**src/rtl/switch_debouncer.sv**
```systemverilog
// ---------------------------------------------------------------------------
// switch_debouncer
//
// Input-side conditioner for the board slide switches. Each raw switch bit is
// brought into the clk domain through a two-flop synchroniser. The bit is then
// debounced by its own counter: a change is accepted only after the
// synchronised level has differed from the clean level for DB_CYCLES
// consecutive cycles. One-cycle rise/fall strobes mark every accepted change.
//
// Ports
//   clk       in   1      system clock, rising edge
//   rst       in   1      asynchronous, active-high reset
//   SW        in   WIDTH  raw switch levels (asynchronous, may bounce)
//   SW_CLEAN  out  WIDTH  debounced switch levels (registered)
//   SW_RISE   out  WIDTH  1-cycle strobe per bit on a clean 0->1 change
//   SW_FALL   out  WIDTH  1-cycle strobe per bit on a clean 1->0 change
//   CHANGED   out  1      1-cycle strobe, OR of all rise/fall strobes
//   LED       out  WIDTH  combinational copy of SW_CLEAN
// ---------------------------------------------------------------------------
module switch_debouncer #(
    parameter int WIDTH     = 16,
    parameter int DB_CYCLES = 1_000_000
) (
    input  logic             clk,
    input  logic             rst,
    input  logic [WIDTH-1:0] SW,
    output logic [WIDTH-1:0] SW_CLEAN,
    output logic [WIDTH-1:0] SW_RISE,
    output logic [WIDTH-1:0] SW_FALL,
    output logic             CHANGED,
    output logic [WIDTH-1:0] LED
);

    localparam int               CNT_W   = $clog2(DB_CYCLES);
    localparam logic [CNT_W-1:0] CNT_MAX = CNT_W'(DB_CYCLES - 1);
    localparam logic [CNT_W-1:0] CNT_ONE = CNT_W'(1);

    logic [WIDTH-1:0]            sync1_q, sync1_d;
    logic [WIDTH-1:0]            sync2_q, sync2_d;
    logic [WIDTH-1:0]            clean_q, clean_d;
    logic [WIDTH-1:0]            rise_q, rise_d;
    logic [WIDTH-1:0]            fall_q, fall_d;
    logic                        changed_q, changed_d;
    logic [WIDTH-1:0][CNT_W-1:0] cnt_q, cnt_d;

    // Per channel: STABLE when the synchronised level matches the clean level
    // (counter held at zero), PENDING otherwise. A single matching cycle while
    // pending clears the counter, so any bounce restarts the full count.
    always_comb begin
        sync1_d = SW;
        sync2_d = sync1_q;
        clean_d = clean_q;
        rise_d  = '0;
        fall_d  = '0;
        cnt_d   = '0;
        for (int i = 0; i < WIDTH; i++) begin
            if (sync2_q[i] != clean_q[i]) begin
                if (cnt_q[i] == CNT_MAX) begin
                    clean_d[i] = sync2_q[i];
                    rise_d[i]  = sync2_q[i];
                    fall_d[i]  = ~sync2_q[i];
                end else begin
                    cnt_d[i] = cnt_q[i] + CNT_ONE;
                end
            end
        end
        // Strobes are derived from the same accept decision, so CHANGED lines
        // up with SW_RISE/SW_FALL in the same cycle.
        changed_d = |(rise_d | fall_d);
    end

    always_ff @(posedge clk or posedge rst) begin
        if (rst) begin
            sync1_q   <= '0;
            sync2_q   <= '0;
            clean_q   <= '0;
            rise_q    <= '0;
            fall_q    <= '0;
            changed_q <= 1'b0;
            cnt_q     <= '0;
        end else begin
            sync1_q   <= sync1_d;
            sync2_q   <= sync2_d;
            clean_q   <= clean_d;
            rise_q    <= rise_d;
            fall_q    <= fall_d;
            changed_q <= changed_d;
            cnt_q     <= cnt_d;
        end
    end

    assign SW_CLEAN = clean_q;
    assign SW_RISE  = rise_q;
    assign SW_FALL  = fall_q;
    assign CHANGED  = changed_q;
    assign LED      = clean_q;

endmodule

```
**config.mk**
```make
export PLATFORM = sky130hd
export DESIGN_NAME = switch_debouncer
export DESIGN_NICKNAME = d
export VERILOG_FILES = /design/src/rtl/switch_debouncer.sv
export SDC_FILE = /design/constraint.sdc
export NUM_CORES = 1
export LEC_CHECK = 0
export ABC_AREA = 1
export BUFFER_PORTS_ARGS = -buffer_cell sky130_fd_sc_hd__buf_2
export CAP_MARGIN = 15
export CORE_ASPECT_RATIO = 1.75
export CORE_MARGIN = 2
export CORE_UTILIZATION = 58
export CTS_CLUSTER_SIZE = 25
export DETAILED_ROUTE_END_ITERATION = 10
export PLACE_DENSITY = 0.76
export SYNTH_ARGS = -nofsm -noshare
export SYNTH_HDL_FRONTEND = slang
export SYNTH_SLANG_ARGS = --single-unit
```
**constraint.sdc**
```tcl
create_clock -name clk -period 15.1 [get_ports clk]
set_input_delay 3.02 -clock clk [delete_from_list [all_inputs] [get_ports clk]]
set_output_delay 3.02 -clock clk [all_outputs]
set_load 0.01 [all_outputs]
```
==> results of run 1 <==
==> path summary, 6_finish.rpt <==
path	cells after the start	endpoint	start
worst max-delay path	5	LED[6]$_DFFE_PP0P_	rst
worst min-delay path	0	sync2_q[13]$_DFF_PP0_	sync1_q[13]$_DFF_PP0_
worst max register to register	10	cnt_q[319]$_DFF_PP0_	cnt_q[300]$_DFF_PP0_
worst min register to register	0	sync2_q[13]$_DFF_PP0_	sync1_q[13]$_DFF_PP0_
max in group clk	1	LED[0]	LED[0]$_DFFE_PP0P_
min in group asynchronous	2	cnt_q[46]$_DFF_PP0_	rst
==> worst max-delay path, delay by kind of cell <==
kind                   cells  cell delay [ns]
buffers and inverters      5             2.27
==> cell usage after synthesis (34+ instances only) <==
library cell / count
xor2_1: 59
nand2_1: 438
dfrtp_1: 401
nand4_1: 46
inv_1: 326
xnor2_1: 34
nor2_1: 517
o21ai_0: 73
nand3_1: 133
nor3_1: 120
a21oi_1: 96
==> area by class of cell <==
type,instances,share of cell area
inverters,338,0.05719
flip-flops and latches,401,0.4497
repair buffers,85,0.02086
clock inverters,16,0.01105
multi-input cells,1729,0.3842
clock buffers,54,0.05130
well taps,460,0.02579
==> stage by stage <==
step | instance area [um^2] | cells
floorplan | 20030 | 2489
global placement | 20900 | 3012
detailed placement | 20900 | 3012
CTS | 22290 | 3082
global route | 22320 | 3083
finish | 22320 | 3083
==> per-layer routing <==
metal | vias to the layer above | share of wire | global-route usage | wire (um)
met2 | 299 | 0.52 | 0.4198 | 21380
li1 | 8114 | - | - | -
met4 | 0 | 0.039 | 0.1046 | 1620
met3 | 117 | 0.033 | 0.02955 | 1351
met5 | - | 0 | 0 | 0
met1 | 7672 | 0.41 | 0.2677 | 16750
==> flip-flops by register name, summed over array words and instances, names as in the netlist <==
name,cells
cnt_q,320
LED,16
sync2_q,16
SW_RISE,16
sync1_q,16
CHANGED,1
SW_FALL,16
==> power breakdown <==
| part | switching [mW] | total (mW) | leakage (nW) | internal [mW] |
|---|---|---|---|---|
| registers | 0.0106 | 1.10 | 5.49 | 1.09 |
| logic | 0.0516 | 0.0702 | 4.04 | 0.0186 |
| clock network | 0.418 | 1.05 | 0.686 | 0.636 |
==> cells by family (layout without fill, tap and decap cells) <==
group | Yosys count | in the layout | share of synthesized area
compound gates | 197 | 197 | 0.05142
flops | 401 | 401 | 0.5011
xor+xnor | 93 | 93 | 0.04067
buf+inv | 359 | 493 | 0.07085
simple gates | 1423 | 1423 | 0.3260
fa+ha+maj | 16 | 16 | 0.009996
==> impl_metrics.py, run 1 <==
metrics = {
    "worst_setup_path": {
        "endpoint_kind": "async pin",
        "worst-path-max-fanout": 171,
        "crit_path_max_incr_delay_ns": 0.70,
        "critPathLaunchType": "primary input",
        "critPathSlowestCell": "buf_12",
        "worstSetupPathType": "primary input to async pin",
        "cp_cell_sequence": "buf_2 > inv_8 > buf_12 > buf_4 > buf_16",
        "regToRegSetupSlack_ns": 13.10,
        "critPathArrivalTime_ns": 5.44,
        "required_ns": 15.81,
    },
    "timing": {
        "worst_slack_ns": 10.37,
        "setup_viol": 0,
        "fin_crit_sh": 0.3133,
        "fin_crit_ns": 4.731,
        "worst_slew_pin_slew_ns": 1.064,
        "fmax_mhz": 211.4,
        "fin_skew_ns": 0.01446,
        "rsz0062_at_grt": "false",
        "whs_ns": 0.3494,
        "slew-limit-headroom": 0.2905,
        "fin_tns_setup_ns": 0,
        "hold_violations": 0,
        "slew_violations": 0,
    },
    "job": {
        "maxCapViolations": 0,
    },
    "cells_and_area": {
        "final_common_cell": "nor2_1",
        "multiInputGateArea_um2": 8573,
        "drive_gt1_frac": 0.1064,
        "nFillCells": 2915,
        "seq_area_um2": 10030,
        "utilization": 0.6519,
        "syn_to_final_growth_pct": 11.43,
        "fin_nets": 2629,
        "antenna_cells": 0,
        "final_cell_mix": "517 x nor2_1, 438 x nand2_1, 401 x dfrtp_1, 325 x inv_1, 133 x nand3_1",
    },
    "power_and_ir_drop": {
        "p_leak_nw": 10.21,
        "power_density_nw_per_um2": 99.66,
        "power_mw": 2.224,
        "vdd_ir_drop_max_uv": 104.0,
    },
    "clock_network": {
        "clock-sinks": 401,
        "path_clk_slew_ns": 0.06,
        "htreeDepth": 2,
        "clk_path_buf_depth": 3,
        "cts_buffers": 40,
        "cts_resized": 0,
        "insertion_delay_ns": 0.54,
        "holdBufCountCts": 0,
        "root_buffer": "clkbuf_16",
        "tritoncts": "built",
        "postCtsSetupBuffers": 0,
    },
    "floorplanning": {
        "die_h_um": 249.8,
        "core_um2": 34230,
        "io_pins": 83,
        "start_util": 0.5850,
        "dieArea_um2": 36090,
        "row_count": 90,
        "fp.dieW_um": 144.5,
    },
    "drt": {
        "routed_via_density": 5.255,
        "first_pass_iters": 5,
        "post_drt_wl_per_cell_um": 13.33,
        "drc_errors": 0,
        "ant_nets": 0,
        "via_count": 16200,
        "routed_wl_um": 41100,
        "drt-initial-drc-count": 773,
    },
    "placement": {
        "io_buffers": 82,
        "gp_congestion": 0.9292,
        "post-place-ws_ns": 9.256,
        "place_hpwl_um": 29880,
    },
    "grt": {
        "grt_pass1_vias": 16100,
        "grt_pass1_wl_um": 69730,
        "grt_usage": 0.2315,
        "grt-ovfl-total": 0,
        "antenna_found_initial": 0,
        "grt_max_degree": 172,
    },
    "yosys": {
        "yosys.area.top_type": "dfrtp_1",
        "ys_warn_count": 0,
        "syn_area_per_cell_um2": 8.046,
        "synth_edf_count": 0,
        "ys_seq_area_frac": 0.5011,
        "netlist_instances": 2489,
        "synthArstFlopShare": 1.000,
        "synth_flop_cell": "dfrtp_1",
        "synth_top_area_share": 0.5011,
        "synthesis.nets": 2523,
        "ys_ff_latch": 401,
        "synth.distinct_cells": 41,
        "syn-cell-area_um2": 20030,
        "synth_area_leaders": "dfrtp_1 50%, nor2_1 9.7%, nand2_1 8.2%",
    },
    "min_path": {
        "hold_class": "register to register",
    },
    "run_status": {
        "status": "finished clean",
    },
}
(Power assumes the default switching activity.)
==> run 2: changes to the inputs <==
--- a/config.mk
+++ b/config.mk
@@ -5,15 +5,15 @@
 export SDC_FILE = /design/constraint.sdc
 export NUM_CORES = 1
 export LEC_CHECK = 0
-export ABC_AREA = 1
+export ABC_AREA = 0
 export BUFFER_PORTS_ARGS = -buffer_cell sky130_fd_sc_hd__buf_2
 export CAP_MARGIN = 15
 export CORE_ASPECT_RATIO = 1.75
 export CORE_MARGIN = 2
-export CORE_UTILIZATION = 58
+export CORE_UTILIZATION = 56
 export CTS_CLUSTER_SIZE = 25
 export DETAILED_ROUTE_END_ITERATION = 10
-export PLACE_DENSITY = 0.76
+export PLACE_DENSITY = 0.77
 export SYNTH_ARGS = -nofsm -noshare
 export SYNTH_HDL_FRONTEND = slang
 export SYNTH_SLANG_ARGS = --single-unit
==> constraint.sdc (replaced) <==
create_clock -name clk -period 4.2 [get_ports clk]
set_input_delay 0.84 -clock clk [delete_from_list [all_inputs] [get_ports clk]]
set_output_delay 0.84 -clock clk [all_outputs]
set_load 0.01 [all_outputs]
==> run 2 against run 1 <==
  * Global-route usage down 2.6 points
  * Sequential cell count unchanged
  * Clock skew increased by 0.0035 ns
  * Worst hold slack lost 0.0028 ns
  * Combinational power increased to 3.2 times the previous value
  * Clock power rose to 3.6 times the previous value
  * Cell area decreased by 9.9%
  * Via count decreased by 24%
  * Synthesized area fell by 10%
  * Synthesized cell count down 31%
  * Sequential share of layout area increased by 4.9 points
  * Critical endpoint is now CHANGED$_DFF_PP0_
  * Largest cell class unchanged
  * Highest routed layer unchanged
==> impl_metrics.py, run 2 <==
metrics = {
    "floorplanning": {
        "die_h_um": 241.0,
        "start_util": 0.5700,
        "dieArea_um2": 33590,
        "fp.dieW_um": 139.4,
        "core_um2": 31530,
        "row_count": 86,
        "io_pins": 83,
    },
    "min_path": {
        "whs_endpoint": "sync2_q[12]$_DFF_PP0_",
        "worstHoldPathCells": 0,
        "hold_start": "sync1_q[12]$_DFF_PP0_",
        "hold_class": "register to register",
    },
    "worst_setup_path": {
        "r2r_start": "cnt_q[240]$_DFF_PP0_",
        "critPathSlowestCell": "or4_1",
        "required_ns": 4.63,
        "cp.buffers_inverters": 0,
        "worst-path-max-fanout": 5,
        "endpoint_kind": "register",
        "crit_path_max_incr_delay_ns": 0.64,
        "reg2regPathDepth": 7,
        "critPathLaunchType": "register",
        "critPathArrivalTime_ns": 2.83,
        "worstSetupPathType": "register to register",
        "regToRegSetupSlack_ns": 1.80,
        "cp_cell_sequence": "ha_1 > and4_1 > nand2_1 > or4_1 > o22ai_1 > nor4_1 > o2111ai_1",
        "r2r_end": "CHANGED$_DFF_PP0_",
        "crit_family": "simple AND/OR/NAND/NOR gates",
    },
    "power_and_ir_drop": {
        "vdd_ir_drop_max_uv": 473.3,
        "p_leak_nw": 9.128,
        "power_density_nw_per_um2": 395.4,
    },
    "yosys": {
        "yosysMostFrequentCell": "dfrtp_1",
        "netlist_instances": 1715,
        "syn_area_per_cell_um2": 10.48,
        "syn-cell-area_um2": 17970,
        "synth_flop_cell": "dfrtp_1",
        "ys_ff_latch": 401,
        "synthArstFlopShare": 1.000,
        "yosys.area.top_type": "dfrtp_1",
        "synth_edf_count": 0,
        "synth_top_area_share": 0.5584,
        "ys_seq_area_frac": 0.5584,
        "synth_area_leaders": "dfrtp_1 56%, xor2_1 8.9%, nor2_1 7.4%",
        "netlist_top_cells_count": "401 x dfrtp_1, 354 x nor2_1, 182 x xor2_1",
        "synth.distinct_cells": 45,
        "synthesis.nets": 1749,
        "ys_warn_count": 0,
    },
    "placement": {
        "place_hpwl_um": 22540,
        "io_buffers": 82,
        "post-place-ws_ns": 1.753,
        "gp_congestion": 0.8114,
    },
    "grt": {
        "grt_max_degree": 83,
        "antenna_found_initial": 0,
        "grt_pass1_wl_um": 58550,
        "grt_usage": 0.2059,
        "grt-ovfl-total": 0,
        "grt_pass1_vias": 12900,
    },
    "drt": {
        "ant_nets": 0,
        "routed_via_density": 5.517,
        "via_count": 12250,
        "routed_wl_um": 33270,
        "drc_errors": 0,
        "first_pass_iters": 4,
        "post_drt_wl_per_cell_um": 14.99,
        "drt-initial-drc-count": 503,
    },
    "clock_network": {
        "insertion_delay_ns": 0.54,
        "clk_path_buf_depth": 3,
        "root_buffer": "clkbuf_16",
        "holdBufCountCts": 0,
        "clock-sinks": 401,
        "cts_buffers": 38,
        "htreeDepth": 2,
        "postCtsSetupBuffers": 0,
        "cts_resized": 0,
        "path_clk_slew_ns": 0.06,
        "tritoncts": "built",
    },
    "cells_and_area": {
        "drive_gt1_frac": 0.1003,
        "antenna_cells": 0,
        "utilization": 0.6379,
        "final_common_cell": "dfrtp_1",
        "regMostFlops": "cnt_q",
        "syn_to_final_growth_pct": 11.92,
        "largest_reg_flops": 320,
        "fin_nets": 1828,
        "final_cell_mix": "401 x dfrtp_1, 354 x nor2_1, 182 x xor2_1, 125 x nand3_1, 117 x xnor2_1",
    },
    "timing": {
        "slew-limit-headroom": 0.3303,
        "worst_slack_ns": 1.799,
        "setup_viol": 0,
        "hold_violations": 0,
        "fin_crit_ns": 2.401,
        "worst_slew_pin_slew_ns": 0.9954,
        "fin_skew_ns": 0.01801,
        "fmax_mhz": 416.5,
        "rsz0062_at_grt": "false",
        "fin_crit_sh": 0.5717,
        "slew_violations": 0,
    },
    "job": {
        "maxCapViolations": 0,
    },
    "run_status": {
        "status": "finished clean",
    },
}
[run 2: cell count changes after synthesis, sizes merged, moves of 19 or more]
cell   delta
o21ai    -73
nor4b    +25
and3     +52
xor2    +123
and4     +26
nor2    -205
nand2   -355
nor3    -106
buf      +22
nand3    -19
a21oi    -89
xnor2    +83
inv     -310
[run 2: worst max-delay path by stage]
stage	cells after the start	start	to	slack (ns)
5_1_grt	6	cnt_q[240]$_DFF_PP0_	cnt_q[253]$_DFF_PP0_	1.57
2_1_floorplan	1	rst	CHANGED$_DFF_PP0_	-2.04
3_3_place_gp	7	cnt_q[100]$_DFF_PP0_	CHANGED$_DFF_PP0_	1.84
3_5_place_dp	6	cnt_q[240]$_DFF_PP0_	cnt_q[250]$_DFF_PP0_	1.75
6_report	7	cnt_q[240]$_DFF_PP0_	CHANGED$_DFF_PP0_	1.80
4_1_cts	6	cnt_q[240]$_DFF_PP0_	cnt_q[245]$_DFF_PP0_	1.77
[run 2: cell type report]
cell class	count	area [um^2]
clock buffers	51	1144
clock inverters	19	260.3
well taps	396	495.5
repair buffers	90	545.5
fillers	2506	11420
multi-input cells	1235	7523
flip-flops and latches	401	10030
inverters	28	108.9
[run 2: per-layer routing]
layer / up-vias / wire (um) / share of wire / global-route usage
li1: 5882 / - / - / -
met1: 6096 / 13440 / 0.40 / 0.2398
met2: 197 / 17750 / 0.53 / 0.3849
met3: 72 / 1142 / 0.034 / 0.03175
met4: 0 / 938 / 0.028 / 0.07132
met5: - / 0 / 0 / 0
[run 2: report_power, final]
| part | internal, mW | switching, mW |
|---|---|---|
| clock | 2.29 | 1.47 |
| combinational | 0.0660 | 0.161 |
| sequential | 3.91 | 0.0499 |
[run 2: cells by family after synthesis]
family | share of synthesized area
fa+ha+maj | 0.01114
mux | 0.01003
flops | 0.5584
simple gates | 0.2450
buf+inv | 0.02291
compound gates | 0.006824
xor+xnor | 0.1457
[run 2: metrics by stage]
step	cell area, um^2	hold slack, ns	total power [mW]	setup TNS (ns)	instances
global route	20110	0.3496	8.249	0	2220
detailed placement	18710	0.3347	4.272	0	2150
CTS	20110	0.3487	8.054	0	2220
finish	20110	0.3466	7.952	0	2220
floorplan	17970	0.3312	4.200	-817.94	1715
global placement	18710	0.3330	4.259	0	2150
